[config.mk]
export PLATFORM = sky130hd
export DESIGN_NAME = pc_gen
export DESIGN_NICKNAME = d
export VERILOG_FILES = /design/src/rtl/pc_gen.sv
export SDC_FILE = /design/constraint.sdc
export NUM_CORES = 1
export LEC_CHECK = 0
export BUFFER_PORTS_ARGS = -buffer_cell sky130_fd_sc_hd__buf_4
export CAP_MARGIN = 10
export CORE_ASPECT_RATIO = 1.75
export CORE_MARGIN = 10
export CORE_UTILIZATION = 52
export DETAILED_ROUTE_END_ITERATION = 7
export GPL_ROUTABILITY_DRIVEN = 0
export PLACE_DENSITY = 0.76
export SYNTH_ARGS = -nofsm -noshare
export SYNTH_HDL_FRONTEND = slang
export SYNTH_SLANG_ARGS = --single-unit
[constraint.sdc]
create_clock -name clk -period 2.5 [get_ports clk]
set_input_delay 0.5 -clock clk [delete_from_list [all_inputs] [get_ports clk]]
set_output_delay 0.5 -clock clk [all_outputs]
set_load 0.1 [all_outputs]
[src/rtl/pc_gen.sv]
// Fetch-stage program-counter generator: sequential step, stall, redirect,
// trap vectoring and call/return through a circular return-address stack.
module pc_gen #(
  parameter int              PC_W      = 32,
  parameter int              STEP      = 4,
  parameter logic [PC_W-1:0] RESET_VEC = '0,
  parameter logic [PC_W-1:0] TRAP_VEC  = PC_W'('h100),
  parameter int              RAS_DEPTH = 4
) (
  input  logic                         clk,
  input  logic                         rst,
  input  logic                         stall,
  input  logic                         redirect_valid,
  input  logic [PC_W-1:0]              redirect_target,
  input  logic                         call_valid,
  input  logic [PC_W-1:0]              call_target,
  input  logic                         ret_valid,
  input  logic                         trap,
  output logic [PC_W-1:0]              pc,
  output logic [$clog2(RAS_DEPTH):0]   ras_count,
  output logic                         ret_err,
  output logic                         flush
);

  localparam int              PTR_W      = $clog2(RAS_DEPTH);
  localparam int              CNT_W      = PTR_W + 1;
  localparam logic [PC_W-1:0] STEP_V     = PC_W'(STEP);
  localparam logic [PC_W-1:0] ALIGN_MASK = ~(STEP_V - PC_W'(1));
  localparam logic [CNT_W-1:0] FULL_CNT  = CNT_W'(RAS_DEPTH);

  logic [PC_W-1:0]  pc_q, pc_d, pc_inc;
  logic [CNT_W-1:0] cnt_q, cnt_d;
  logic [PTR_W-1:0] ptr_q, ptr_d, ptr_top;
  logic             ret_err_q, ret_err_d;
  logic             flush_q, flush_d;
  logic             push_en;
  logic [PC_W-1:0]  ras_q [RAS_DEPTH];
  logic [PC_W-1:0]  ras_d [RAS_DEPTH];

  assign pc_inc  = pc_q + STEP_V;
  assign ptr_top = ptr_q - PTR_W'(1);

  // ptr_q names the next free slot; when full it also names the oldest entry,
  // so a push into a full stack naturally overwrites the oldest return address.
  always_comb begin
    pc_d      = pc_inc;
    cnt_d     = cnt_q;
    ptr_d     = ptr_q;
    ret_err_d = 1'b0;
    flush_d   = 1'b0;
    push_en   = 1'b0;
    if (trap) begin
      pc_d    = TRAP_VEC;
      flush_d = 1'b1;
    end else if (redirect_valid) begin
      pc_d    = redirect_target & ALIGN_MASK;
      flush_d = 1'b1;
    end else if (call_valid) begin
      pc_d    = call_target & ALIGN_MASK;
      push_en = 1'b1;
      ptr_d   = ptr_q + PTR_W'(1);
      if (cnt_q != FULL_CNT) cnt_d = cnt_q + CNT_W'(1);
      flush_d = 1'b1;
    end else if (ret_valid) begin
      flush_d = 1'b1;
      if (cnt_q != '0) begin
        pc_d  = ras_q[ptr_top];
        ptr_d = ptr_top;
        cnt_d = cnt_q - CNT_W'(1);
      end else begin
        pc_d      = TRAP_VEC;
        ret_err_d = 1'b1;
      end
    end else if (stall) begin
      pc_d = pc_q;
    end
  end

  always_comb begin
    ras_d = ras_q;
    if (push_en) ras_d[ptr_q] = pc_inc;
  end

  always_ff @(posedge clk or posedge rst) begin
    if (rst) begin
      pc_q      <= RESET_VEC;
      cnt_q     <= '0;
      ptr_q     <= '0;
      ret_err_q <= 1'b0;
      flush_q   <= 1'b0;
    end else begin
      pc_q      <= pc_d;
      cnt_q     <= cnt_d;
      ptr_q     <= ptr_d;
      ret_err_q <= ret_err_d;
      flush_q   <= flush_d;
    end
  end

  // Stack contents are don't-care after reset, so the storage has no reset.
  always_ff @(posedge clk) begin
    ras_q <= ras_d;
  end

  assign pc        = pc_q;
  assign ras_count = cnt_q;
  assign ret_err   = ret_err_q;
  assign flush     = flush_q;

endmodule

==> results of run 1 <==
## Yosys cell counts (5+ instances only)
| cell type | number |
|---|---|
| a221oi_1 | 11 |
| a221o_1 | 14 |
| dfrtp_1 | 39 |
| a21oi_1 | 14 |
| inv_1 | 12 |
| o21ai_0 | 10 |
| nor2_1 | 28 |
| nand4_1 | 17 |
| a31oi_1 | 5 |
| nand3_1 | 23 |
| and3_1 | 11 |
| mux2i_1 | 32 |
| buf_1 | 5 |
| mux4_2 | 16 |
| o31ai_1 | 5 |
| clkbuf_1 | 9 |
| nand2_1 | 27 |
| o22ai_1 | 22 |
| buf_2 | 26 |
| edfxtp_1 | 128 |
| xnor2_1 | 22 |
| o221ai_1 | 7 |
| a22o_1 | 11 |
| nor4_1 | 13 |
| xor2_1 | 10 |
| ha_1 | 5 |
| nor3_1 | 12 |
## routing by layer
layer	up-vias	routed length, µm	GRT usage
li1	2577	-	-
met5	-	0	0
met3	87	2130	0.0523
met2	412	12100	0.388
met4	0	1080	0.109
met1	2913	7610	0.238
## kinds of logic after synthesis
group	synth area share
AO/OA/AOI/OAI	0.111
XOR/XNOR	0.0354
adder cells (fa/ha/maj)	0.0104
buffers and inverters	0.0321
flip-flops	0.609
multiplexers	0.0874
AND/OR/NAND/NOR	0.114
## sequential cells by signal, indices dropped and copies added (netlist names)
register and count:
ras_q 128, pc 32, ras_count 3, ptr_q 2, flush 1, ret_err 1
## area by class of cell
cell class                      count  area [µm²]  share of cell area
Clock buffer                       18         439              0.0452
Timing Repair Buffer              145        1160               0.120
Inverter                           13        48.8             0.00502
Tap cell                          183         229              0.0236
Multi-Input combinational cell    364        2850               0.293
Sequential cell                   167        4830               0.497
Clock inverter                     14         164              0.0169
## metrics by stage
stage / instances / total power, mW / hold WS [ps] / instance area [µm²] / setup WS (ps)
after floorplan: 587 / 5.89 / 498 / 7930 / 11.6
after global placement: 872 / 6.69 / 482 / 9120 / 260
after detailed placement: 872 / 6.79 / 483 / 9120 / 188
after CTS: 904 / 9.39 / 34.4 / 9720 / 173
after global routing: 904 / 9.70 / 35.2 / 9720 / 114
final: 904 / 9.36 / 37.7 / 9720 / 186
## final timing paths
path	start	end	slack (ps)	depth (start not counted)
max	pc[2]$_DFFE_PP0P_	pc[14]$_DFFE_PP0P_	190	6
min	rst	pc[24]$_DFFE_PP0P_	40	2
max reg2reg	pc[2]$_DFFE_PP0P_	pc[14]$_DFFE_PP0P_	190	6
min reg2reg	pc[1]$_DFFE_PP0P_	ras_q[1]$_DFFE_PP_	570	0
max in group asynchronous	rst	pc[10]$_DFFE_PP0P_	1890	3
min in group clk	trap	pc[0]$_DFFE_PP0P_	330	2
## power by group
| group | switching [mW] | internal [mW] | total (mW) | leakage (nW) |
|---|---|---|---|---|
| Combinational | 2.02 | 1.19 | 3.21 | 1.75 |
| Clock | 1.17 | 1.45 | 2.62 | 0.289 |
| Sequential | 0.237 | 3.29 | 3.53 | 1.66 |
| Total | 3.43 | 5.93 | 9.36 | 3.69 |
==> metrics, run 1 <==
status=finished, final reports clean; CTS sink count=167; Main synth FF type=edfxtp_1; layout cells sized above 1=0.304; pin count of the biggest net entering global routing=37; startpoint type of the worst setup path=flop; Yosys top cell by area=edfxtp_1; Rows=59; commonest non-fill, non-tap cell in the layout=buf_4; Rel. slew slack=0.516; top-area cell type share of the netlist area=0.486; initial antenna violation count=0; power per cell area=between 900 and 1000 mW/mm²; routed len/inst=25.4 µm; Required @ worst endpoint=approximately 2800 ps; syn avg cell area=13.5 µm²; Die X=113 µm; most frequent cells in the layout=buf_4 (139), edfxtp_1 (128), mux2i_1 (32), dfrtp_1 (31), nor2_1 (28); post-layout util=0.652; crit-path cells=ha_1 > nand3_1 > nor4_1 > xor2_1 > a221o_1 > a22o_1; Syn Nets=664; RSZ-0062 raised after global routing=no; post-synthesis sequential area ratio=0.609; setup violators final=0; Netlist cell types=57; synth warn=0; Clock Latency Late Sink=430 ps; CTS root buf=clkbuf_16; Core ar.=0.0149 mm²; maximum clock insertion buffer count=2; Slew Limit Fails=0; CTS tree=done; Die H=183 µm; Leak Pwr=3.69 nW; Top Ports=108; Crit-path slowest cell=nor4_1; CTS resizes=0; Hold Path Class=in2async; top post-synthesis cells by area=edfxtp_1 (49%), dfrtp_1 (12%), mux4_2 (4.6%), mux2i_1 (4.0%), xnor2_1 (2.4%); max cap viols=0; Inserted Diodes=0; 1st-iter DRT viols=a little under 600; Largest stage delay, worst path=510 ps; Final ANT Viol Nets=0; peak supply drop=0.880 mV; Clock Pin Slew Worst Setup and Hold Paths=70 ps; worst slew pin tran=722 ps; Async S/R FF share, synth=0.234; first-pass GRT wire length=35.5 mm; Max Fclk=about 430 MHz; final setup TNS=0 ps; Max Clock Skew=10.3 ps; CP delay by family, top=simple AND/OR/NAND/NOR gates; first-pass iteration count of the detailed router=6; critical path class=reg2reg; full die area=0.0208 mm²; Inserted Clock Buffers=17; final worst path period need=around 2300 ps; Data arrival, critical path=2630 ps; DRC errors left=0; fillcell total=1,082; via count=5,989; cts hold-fix bufs=0; routed wire length=about 23 mm; H-Tree Depth=4; GR Overflow Total=0; Layout area overhead=22.8%; period utilisation layout=0.925; global-route usage over all layers=0.219; Critical Path Fanout Max=5; Starting Density=0.531; vias in the first global route=roughly 6,300; number of flops mapped to enable cells by yosys=128; vias per cell=about 6.6; number of I/O port buffers=103; Post-CTS Setup Inserts=0; Worst setup EP type=flop; DP HPWL=between 15 and 20 mm; Netlist Area Pre-Place=0.00792 mm²; Cells after Synth=587; fin nets=785; Seq cells post-synth=167; CP Buf/Inv Count=0; final count of hold timing violations=0
Power figures use the tool's default switching activity.
==> inputs of run 2 (changes only) <==
CORE_UTILIZATION = 54   (was 52)
CTS_BUF_LIST = sky130_fd_sc_hd__clkbuf_8   (was default)
PLACE_DENSITY = 0.79   (was 0.76)
==> run 2 against run 1 <==
Effect of this change:
- cell count decreased by 0.55%
- power decreased by 8.6%
- design area decreased by 3.1%
- combinational power about the same
- routed wire length decreased by 5.2%
- core utilization increased by 0.38 points
- sequential share of layout area increased by 1.6 points
- flip-flop and latch count unchanged
- sequential power about the same
- clock-buffer cell count unchanged
- via count decreased by 3.5%
- critical path type unchanged
- largest cell class unchanged
==> metrics, run 2 (same netlist as run 1, synthesis figures left out) <==
final count of hold timing violations=0; RSZ-0062 raised after global routing=yes; Critical Path Fanout Max=8; global-route usage over all layers=0.213; Clock Pin Slew Worst Setup and Hold Paths=around 100 ps; DRC errors left=0; Starting Density=0.551; Rel. slew slack=0.463; max cap viols=0; commonest non-fill, non-tap cell in the layout=buf_4; CTS root buf=clkbuf_8; Leak Pwr=3.56 nW; number of I/O port buffers=103; Core ar.=about 0.014 mm²; Final ANT Viol Nets=0; critical path class=reg2reg; Layout area overhead=19.0%; Required @ worst endpoint=approximately 2800 ps; Reg2Reg Setup Slack=160 ps; Top Ports=108; R2R depth=6; Worst setup EP type=flop; Rows=between 50 and 60; initial antenna violation count=0; PnR worst setup slack=160 ps; fin nets=about 800; Slew Limit Fails=0; power per cell area=908 mW/mm²; first-pass iteration count of the detailed router=5; Inserted Clock Buffers=17; full die area=0.0201 mm²; Max Clock Skew=roughly 14 ps; status=finished, final reports clean; Data arrival, critical path=2680 ps; 1st-iter DRT viols=558; period utilisation layout=0.936; H-Tree Depth=4; maximum clock insertion buffer count=2; start of the worst register-to-register path=pc[3]$_DFFE_PP0P_; fillcell total=1,080; setup violators final=0; vias in the first global route=around 6,000; total power=8.55 mW; pin count of the biggest net entering global routing=31; CTS sink count=167; startpoint type of the worst setup path=flop; GR Overflow Total=0; worst slew pin tran=~800 ps; layout cells sized above 1=0.298; Place WS=191 ps; DP HPWL=15.7 mm; cts hold-fix bufs=0; Inserted Diodes=0; Die H=180 µm; Clock Latency Late Sink=460 ps; vias per cell=6.43; CTS tree=done; CTS resizes=0; multi-input logic area=0.00285 mm²; final worst path period need=2340 ps; Most flops, register=ras_q; Die X=112 µm; Post-CTS Setup Inserts=0; Reg-to-Reg End=pc[28]$_DFFE_PP0P_; FF/Latch Area=between 0.004 and 0.005 mm²; first-pass GRT wire length=33.5 mm; peak supply drop=0.635 mV; Hold Path Class=in2async; routed len/inst=24.2 µm; via count=just under 6,000; routed wire length=21.8 mm; Max Fclk=427 MHz; max FFs per register=between 100 and 150; most frequent cells in the layout=buf_4 (141), edfxtp_1 (128), mux2i_1 (32), dfrtp_1 (31), nor2_1 (28)
-- run 2: changes by cell type in the layout (fill, tap and decap cells not counted), sizes merged --
| cell | previous run | this run |
|---|---|---|
| clkinv | 5 | 2 |
| clkinvlp | 2 | 5 |
| buf | 145 | 143 |
-- run 2: final cells by class --
class | count | share of cell area
multi-input combinational | 364 | 0.302
timing repair buffer | 143 | 0.117
clock buffer | 18 | 0.0263
inverter | 13 | 0.00518
sequential | 167 | 0.513
clock inverter | 14 | 0.0133
tap | 180 | 0.0239
-- run 2: stage by stage --
stage	area, µm²	TNS [ps]	utilization	std cells	hold WS, ps
detailed placement	9050	0	0.630	867	552
floorplan	7930	0	-	587	498
finish	9420	0	0.656	899	92.1
global placement	9050	0	0.630	867	541
CTS	9420	0	0.656	899	89.7
global route	9420	-16.7	0.656	899	106
-- run 2: power breakdown --
part           internal [mW]  total [mW]  switching, mW
clock                  0.819        1.84           1.02
sequential              3.29        3.53          0.240
combinational           1.20        3.19           1.99
total                   5.31        8.55           3.24
-- run 2: worst max path at each step --
stage | startpoint | endpoint | slack (ps) | cells past startpoint
after detailed placement | pc[3]$_DFFE_PP0P_ | pc[28]$_DFFE_PP0P_ | 190 | 6
after global placement | redirect_valid | pc[28]$_DFFE_PP0P_ | 290 | 7
after global routing | pc[3]$_DFFE_PP0P_ | pc[14]$_DFFE_PP0P_ | -20 | 6
final | pc[3]$_DFFE_PP0P_ | pc[28]$_DFFE_PP0P_ | 160 | 6
after floorplan | pc[18]$_DFFE_PP0P_ | pc[31]$_DFFE_PP0P_ | 10 | 6
after CTS | pc[3]$_DFFE_PP0P_ | pc[28]$_DFFE_PP0P_ | 170 | 6
-- run 2: routing by layer --
layer,GRT usage,vias up,part of all wire
met5,0,-,0
met4,0.115,0,0.044
met3,0.0480,62,0.066
met2,0.381,298,0.54
met1,0.225,2853,0.35
li1,-,2568,-
-- run 2: worst max-delay path, stage by stage (launching register included) --
cell and delay [ps]:
dfrtp_2 440, ha_1 270, nand3_1 240, nor4_1 510
nand3_1 200, xnor2_1 230, a221o_1 320
